==> src/rtl/sccb_config.sv <==
// OV7670 boot configurator: walks a sync-ROM {reg,val} table, one SCCB 3-phase write per entry.
// Entry period 2 + 113*QDIV + GAP_CYCLES clk; pads registered, async reset forces idle bus.
module sccb_config #(
    parameter int          QDIV         = 100,
    parameter logic [7:0]  SLAVE_ID     = 8'h42,
    parameter int          GAP_CYCLES   = 400,
    parameter logic [15:0] DELAY_CYCLES = 16'd50000
) (
    input  logic        clk,
    input  logic        rst,
    input  logic        cfg_start,
    output logic [7:0]  tbl_addr,
    input  logic [15:0] tbl_data,
    output logic        sio_c,
    output logic        sio_d_out,
    output logic        sio_d_oe,
    input  logic        sio_d_in,
    output logic        busy,
    output logic        cfg_done,
    output logic        nack_err
);
    localparam int            QW         = (QDIV > 1) ? $clog2(QDIV) : 1;
    localparam logic [QW-1:0] QLAST      = QW'(QDIV - 1);
    localparam logic [15:0]   GAP_LAST   = 16'(GAP_CYCLES - 1);
    localparam logic [15:0]   DELAY_LAST = DELAY_CYCLES - 16'd1;

    typedef enum logic [3:0] {IDLE, FETCH, DECODE, START, SHIFT, STOP, GAP, WAIT, DONE} state_t;

    state_t        state, state_nx;
    logic [QW-1:0] qcnt, qcnt_nx;
    logic [1:0]    phase, phase_nx;
    logic [4:0]    bitcnt, bitcnt_nx;
    logic [15:0]   dcnt, dcnt_nx;
    logic [26:0]   word, word_nx;
    logic [7:0]    addr_nx;
    logic          busy_nx, done_nx, nack_nx;
    logic          c_nx, d_nx, oe_nx;
    logic          qlast, xbit, adv;

    assign qlast = (qcnt == QLAST);
    assign xbit  = (bitcnt == 5'd8) || (bitcnt == 5'd17) || (bitcnt == 5'd26);

    always_comb begin
        state_nx  = state;
        qcnt_nx   = qlast ? '0 : qcnt + 1'b1;
        phase_nx  = phase;
        bitcnt_nx = bitcnt;
        dcnt_nx   = dcnt + 16'd1;
        word_nx   = word;
        addr_nx   = tbl_addr;
        busy_nx   = busy;
        done_nx   = cfg_done;
        nack_nx   = nack_err;
        adv       = 1'b0;

        case (state)
            IDLE: begin
                if (cfg_start) begin
                    addr_nx  = 8'd0;
                    busy_nx  = 1'b1;
                    done_nx  = 1'b0;
                    nack_nx  = 1'b0;
                    state_nx = FETCH;
                end
            end
            FETCH: state_nx = DECODE;
            DECODE: begin
                qcnt_nx  = '0;
                phase_nx = 2'd0;
                dcnt_nx  = 16'd0;
                if (tbl_data == 16'hFFFF) begin
                    busy_nx  = 1'b0;
                    done_nx  = 1'b1;
                    state_nx = DONE;
                end else if (tbl_data == 16'hFFF0) begin
                    state_nx = WAIT;
                end else begin
                    // X positions hold 1 so a released bit reads as idle-high
                    word_nx  = {SLAVE_ID, 1'b1, tbl_data[15:8], 1'b1, tbl_data[7:0], 1'b1};
                    state_nx = START;
                end
            end
            START: begin
                if (qlast) begin
                    if (phase == 2'd1) begin
                        phase_nx  = 2'd0;
                        bitcnt_nx = 5'd0;
                        state_nx  = SHIFT;
                    end else begin
                        phase_nx = phase + 2'd1;
                    end
                end
            end
            SHIFT: begin
                if (phase == 2'd2 && qlast && xbit && sio_d_in)
                    nack_nx = 1'b1;
                if (qlast) begin
                    phase_nx = phase + 2'd1;
                    if (phase == 2'd3) begin
                        if (bitcnt == 5'd26) state_nx = STOP;
                        else                 bitcnt_nx = bitcnt + 5'd1;
                    end
                end
            end
            STOP: begin
                dcnt_nx = 16'd0;
                if (qlast) begin
                    if (phase == 2'd2) state_nx = GAP;
                    else               phase_nx = phase + 2'd1;
                end
            end
            GAP:  adv = (dcnt == GAP_LAST);
            WAIT: adv = (dcnt == DELAY_LAST);
            DONE: state_nx = DONE;
            default: state_nx = IDLE;
        endcase

        if (adv) begin
            if (tbl_addr == 8'hFF) begin
                busy_nx  = 1'b0;
                done_nx  = 1'b1;
                state_nx = DONE;
            end else begin
                addr_nx  = tbl_addr + 8'd1;
                state_nx = FETCH;
            end
        end

        // Pad values follow the next state so the registered pins line up with it
        c_nx  = 1'b1;
        d_nx  = 1'b1;
        oe_nx = 1'b1;
        case (state_nx)
            START: begin
                c_nx = (phase_nx == 2'd0);
                d_nx = 1'b0;
            end
            SHIFT: begin
                c_nx  = (phase_nx == 2'd1) || (phase_nx == 2'd2);
                d_nx  = word_nx[5'd26 - bitcnt_nx];
                oe_nx = !((bitcnt_nx == 5'd8) || (bitcnt_nx == 5'd17) || (bitcnt_nx == 5'd26));
            end
            STOP: begin
                c_nx = (phase_nx != 2'd0);
                d_nx = (phase_nx == 2'd2);
            end
            default: ;
        endcase
    end

    always_ff @(posedge clk or negedge rst) begin
        if (!rst) begin
            state     <= IDLE;
            qcnt      <= '0;
            phase     <= 2'd0;
            bitcnt    <= 5'd0;
            dcnt      <= 16'd0;
            word      <= '0;
            tbl_addr  <= 8'd0;
            busy      <= 1'b0;
            cfg_done  <= 1'b0;
            nack_err  <= 1'b0;
            sio_c     <= 1'b1;
            sio_d_out <= 1'b1;
            sio_d_oe  <= 1'b1;
        end else begin
            state     <= state_nx;
            qcnt      <= qcnt_nx;
            phase     <= phase_nx;
            bitcnt    <= bitcnt_nx;
            dcnt      <= dcnt_nx;
            word      <= word_nx;
            tbl_addr  <= addr_nx;
            busy      <= busy_nx;
            cfg_done  <= done_nx;
            nack_err  <= nack_nx;
            sio_c     <= c_nx;
            sio_d_out <= d_nx;
            sio_d_oe  <= oe_nx;
        end
    end
endmodule

==> config.mk <==
export PLATFORM = sky130hd
export DESIGN_NAME = sccb_config
export DESIGN_NICKNAME = d
export VERILOG_FILES = /design/src/rtl/sccb_config.sv
export SDC_FILE = /design/constraint.sdc
export NUM_CORES = 1
export LEC_CHECK = 0
export CAP_MARGIN = 25
export CORE_UTILIZATION = 45
export DETAILED_ROUTE_END_ITERATION = 8
export PLACE_DENSITY = 0.66
export SKIP_LAST_GASP = 1
export SLEW_MARGIN = 20
export SYNTH_ARGS = -nofsm -noshare
export SYNTH_HDL_FRONTEND = slang
export SYNTH_SLANG_ARGS = --single-unit
export TNS_END_PERCENT = 20
==> constraint.sdc <==
create_clock -name clk -period 3.9 [get_ports clk]
set_input_delay 0.585 -clock clk [delete_from_list [all_inputs] [get_ports clk]]
set_output_delay 0.585 -clock clk [all_outputs]
set_load 0.02 [all_outputs]
Word level (Yosys, flattened, before mapping):

Index checks and enable logic that the tools add are counted.

* add/sub/neg operators: 6
* $lt $le $gt $ge: 1
* multiplexer cells: 54
* reductions and logical operators: 16
* equality and inequality tests: 30

Operators with widths (count)
* 2-to-1 mux 27 bit: 3
* equality test 16 bit, second input constant: 3
* 2-to-1 mux 4 bit: 11
* 2-to-1 mux 8 bit: 4
* case mux 4 bit (8 select lines): 1
* 2-to-1 mux 5 bit: 5
* equality test 4 x 3 -> 1 bit, second input constant: 6
* equality test 5 bit, second input constant: 4
* adder 16 x 1 -> 16 bit, second input constant: 1
* equality test 16 x 9 -> 1 bit, second input constant: 1
* 2-to-1 mux 16 bit: 1
* 2-to-1 mux 7 bit: 2
* equality test 4 x 2 -> 1 bit, second input constant: 3
* 2-to-1 mux 1 bit: 12
* equality test 5 x 4 -> 1 bit, second input constant: 2
* 2-to-1 mux 2 bit: 5
* case mux 5 bit (2 select lines): 1
* adder 8 x 1 -> 8 bit, second input constant: 1
* equality test 8 bit, second input constant: 1
* case mux 1 bit (2 select lines): 4
* case mux 2 bit (4 select lines): 1
* adder 7 x 1 -> 7 bit, second input constant: 1
* equality test 7 bit, second input constant: 1
* equality test 2 bit, second input constant: 3
* 19 further kinds: 30

* output and inout bits: 14
* register bits: 75

Depth between registers and ports, before layout:

* depth in word-level cells: 10
* depth in mapped cells: 18
* depth with buffers taken out: 16

Least setup slack after synthesis:

No wires, ideal clock.

* path kind: flip-flop to flip-flop
* from: reg bitcnt[0]
* to: reg sio_d_out
* data arrival time: 3.191 ns
* slack: 0.636 ns
* cell stages (with the launch flop): 17
* period minus slack after synthesis: 3.264 ns
* required time: 3.827 ns
* library setup time: 0.073 ns
* cell sequence: dfrtp_1 clkbuf_1 inv_1 ha_1 nand4b_1 a32o_1 a31oi_2 ha_1 a21oi_1 a21boi_1 a211o_1 buf_6 mux2i_1 mux2_2 mux2i_1 mux2i_1 a21oi_1

* longest elaborated chain between the ends: 9
* elaborated cells between the ends (all ways): 20

Ends and longest elaborated chain
* from (decl): RTL line 32 `logic [4:0] bitcnt, bitcnt_nx;`
* from (signal assigned): RTL line 170 `bitcnt <= bitcnt_nx;`
* adder 5 x 1 -> 5 bit / equality test 5 bit (equally long branches): RTL line 101, 100
* 2-to-1 mux 5 bit: RTL line 100 `if (bitcnt == 5'd26) state_nx = STOP;`
* 2-to-1 mux 5 bit: RTL line 99 `if (phase == 2'd3) begin`
* 2-to-1 mux 5 bit: RTL line 97 `if (qlast) begin`
* case mux 5 bit (2 select lines) *: RTL line 56 `case (state)`
* via bitcnt_nx[0]: RTL line 32
* subtractor 5 bit *: RTL line 140 `d_nx = word_nx[5'd26 - bitcnt_nx];`
* binary-select mux 1 bit (select 5 bit) *: RTL line 140
* 2-to-1 mux 1 bit (not written as such) *: RTL line 140
* case mux 1 bit (3 select lines) *: RTL line 133 `case (state_nx)`
* via d_nx: RTL line 37 `logic c_nx, d_nx, oe_nx;`
* to (signal assigned): RTL line 178 `sio_d_out <= d_nx;`
* to (decl): RTL line 15 `output logic sio_d_out,`

The timed path passes the listed nets; every way through them passes the cells marked *. The select of a mux whose other input is x is not followed.
A chain may end at the register's enable or synchronous reset.

Worst setup path after layout:

* from: reg qcnt[2]
* to: reg sio_d_out

* longest elaborated chain between the ends: 7
* elaborated cells between the ends (all ways): 21

Ends and longest elaborated chain
* from (decl): RTL line 30 `logic [QW-1:0] qcnt, qcnt_nx;`
* from (signal assigned): RTL line 168 `qcnt <= qcnt_nx;`
* equality test 7 bit *: RTL line 40 `assign qlast = (qcnt == QLAST);`
* 2-to-1 mux 5 bit (on tied branches): RTL line 97, 84
* case mux 5 bit (2 select lines) *: RTL line 56
* via bitcnt_nx[1]: RTL line 32
* subtractor 5 bit *: RTL line 140
* binary-select mux 1 bit (select 5 bit) *: RTL line 140
* 2-to-1 mux 1 bit (not written as such) *: RTL line 140
* case mux 1 bit (3 select lines) *: RTL line 133
* via d_nx: RTL line 37

Marks and branches as above.

==> impl_metrics.json <==
{
  "status": "completed",
  "totalWireLength_um": 9676,
  "hold_violations": 0,
  "post-synth-top-count-cell": "dfrtp_1",
  "tightest_slew_ps": 642.0,
  "required_ps": 4180,
  "die_x_um": 99.96,
  "power.density_mw_per_mm2": 481.5,
  "rsz0062_at_grt": "false",
  "relSlewSlack_pct": 56.62,
  "num_vias": 3365,
  "syn-cell-area_mm2": 0.004318,
  "finalCritPeriodShare_pct": 93.60,
  "grtUsageTotal_pct": 21.27,
  "cts_buffer_depth": 2,
  "fmax_ghz": 0.2739,
  "synth_cells": 434,
  "cts_resized": 0,
  "route.detailed.drc": 0,
  "worstSetupPathType": "register to register",
  "hold_buffers": 0,
  "cts_setup_buffers": 0,
  "core.rowCount": 35,
  "cts_tree": "done",
  "grt_pass1_vias": 3290,
  "startpoint_type": "register",
  "area.growth.synth_to_final_pct": 16.08,
  "yosysTopAreaCell": "dfrtp_1",
  "die_h_um": 99.96,
  "coreArea_mm2": 0.009284,
  "cts-root-buf": "clkbuf_8",
  "antenna_found_initial": 0,
  "globalRouteOverflowTotal": 0,
  "synth_nets": 472,
  "drt_pass1_iterations": 4,
  "drive_gt1_share_pct": 14.23,
  "dp_hpwl_um": 7097,
  "drt-initial-drc-count": 213,
  "synth_warnings": 0,
  "die_area_mm2": 0.009991,
  "peakVddDrop_uv": 233.4,
  "setup_violations": 0,
  "fill_cells": 888,
  "p_leak_nw": 2.143,
  "antenna_left": 0,
  "ys_seq_elements": 75,
  "ys_top_cells_by_count": "72 x dfrtp_1, 45 x nor2_1, 33 x nand2_1",
  "clk_latency_ps": 350,
  "layout.nets": 511,
  "final.min_clock_period_ps": 3651,
  "syn_area_per_cell_um2": 9.949,
  "avgRoutedWirePerCell_um": 15.94,
  "htree_num_levels": 3,
  "maxSlewViolCount": 0,
  "hold_path.class": "input pin to async pin",
  "avgViaCountPerCell": 5.544,
  "clock-sinks": 75,
  "path_clk_slew_ps": 80,
  "endpoint_kind": "register",
  "place_congestion": 0.9123,
  "synthTopCellsByArea": "dfrtp_1 42%, mux2_2 5.5%, ha_1 5.2%, nor2_1 3.9%, mux2i_1 3.7%",
  "finalSetupTns_ps": 0,
  "insertedDiodeCount": 0,
  "seq_area_frac_synth_pct": 43.55,
  "synth_top_area_share_pct": 41.73,
  "p_total_w": 0.002414,
  "crit_fanout": 8,
  "async_flop_share_pct": 100.0,
  "ios": 34,
  "grt_pass1_wl_um": 16710,
  "cts_inserted_buffers": 9,
  "synthFlopType": "dfrtp_1",
  "crit_arrival_ps": 3930,
  "grt_start_max_net_pins": 76,
  "synth-edff-count": 0,
  "synth.distinct_cells": 64,
  "start_util_pct": 46.51,
  "finClkSkew_ps": 13.83,
  "port_buffers": 33,
  "cap_violations": 0
}
-- state kept, by name, summed over array words and instances (netlist names) --
register   cells
word          27
dcnt          16
tbl_addr       8
qcnt           7
bitcnt         5
state          4
phase          2
busy           1
cfg_done       1
nack_err       1
sio_c          1
sio_d_oe       1
sio_d_out      1
-- cells by family after synthesis --
kind of cell | share of synthesized area, %
simple gates | 21.59
fa+ha+maj | 5.216
buf+inv | 3.361
flops | 43.55
compound gates | 11.24
mux | 9.968
xor+xnor | 5.071
-- worst max-delay path: stages (launching register included) --
cell and delay [ps]:
dfrtp_1 450, or4b_1 720, nor2_2 180, nand3_1 120
and2_1 210, inv_1 100, ha_1 280, a21oi_1 60
a21boi_1 150, a211o_2 460, mux2i_1 150, mux2_2 260
mux2i_1 190, mux2i_1 110, a21oi_1 150
-- path summary, 6_finish.rpt --
kind / start / to / slack [ps] / depth (start not counted)
max: qcnt[2] / sio_d_out / 250 / 14
max reg2reg: qcnt[2] / sio_d_out / 250 / 14
min in group clk: word[18] / word[18] / 450 / 1
min reg2reg: word[18] / word[18] / 450 / 1
min: rst / tbl_addr[5] / 100 / 1
max in group asynchronous: rst / sio_d_oe / 3170 / 2
-- routing by layer --
| layer | up-vias | GRT usage, % | part of all wire [%] |
|---|---|---|---|
| met2 | 89 | 31.41 | 46 |
| met3 | 12 | 3.273 | 4.6 |
| met5 | - | 0 | 0 |
| met1 | 1632 | 31.59 | 48 |
| met4 | 0 | 7.692 | 1.4 |
| li1 | 1632 | - | - |
-- power breakdown --
part | internal, W | switching (W)
registers | 0.000950 | 0.000106
logic | 0.000385 | 0.000446
clock network | 0.000231 | 0.000296
total | 0.00157 | 0.000848
-- final cells by class --
cell class / count / area (um^2) / area share, %
Multi-Input combinational cell: 326 / 2303 / 45.96
Sequential cell: 75 / 1881 / 37.52
Timing Repair Buffer: 45 / 437.9 / 8.737
Tap cell: 129 / 161.4 / 3.220
Clock buffer: 10 / 127.6 / 2.546
Inverter: 16 / 60.06 / 1.198
Clock inverter: 6 / 41.29 / 0.8238
-- through the flow --
step                      utilization (%)  setup slack (ps)  std cells  cell area [um^2]  hold slack [ps]
after detailed placement            51.79             281.2        590              4808            435.2
final                               53.99             249.4        607              5012            101.4
after CTS                           53.61             251.4        606              4977            424.6
after floorplan                         -             636.1        434              4318            289.4
after global placement              51.79             482.5        590              4808            435.3
after global routing                53.99             32.55        607              5012            105.9
-- cell usage in the layout, fill, tap and decap left out, types with 4 or more instances in the layout --
| master | n |
|---|---|
| a21o_1 | 4 |
| a21oi_1 | 13 |
| and2_1 | 4 |
| and3_1 | 8 |
| buf_4 | 12 |
| clkbuf_8 | 9 |
| clkdlybuf4s50_1 | 32 |
| dfrtp_1 | 72 |
| ha_1 | 18 |
| inv_1 | 15 |
| mux2_2 | 21 |
| mux2i_1 | 16 |
| nand2_1 | 33 |
| nand2b_1 | 4 |
| nand3_1 | 14 |
| nand3b_1 | 7 |
| nand4_1 | 12 |
| nor2_1 | 45 |
| nor2b_1 | 10 |
| nor3_1 | 6 |
| nor4_1 | 5 |
| o211ai_1 | 6 |
| o21ai_0 | 11 |
| o21ai_1 | 5 |
| o31ai_1 | 6 |
| or2_2 | 5 |
| xnor2_1 | 12 |
| xor2_1 | 13 |
(Power assumes the default switching activity.)
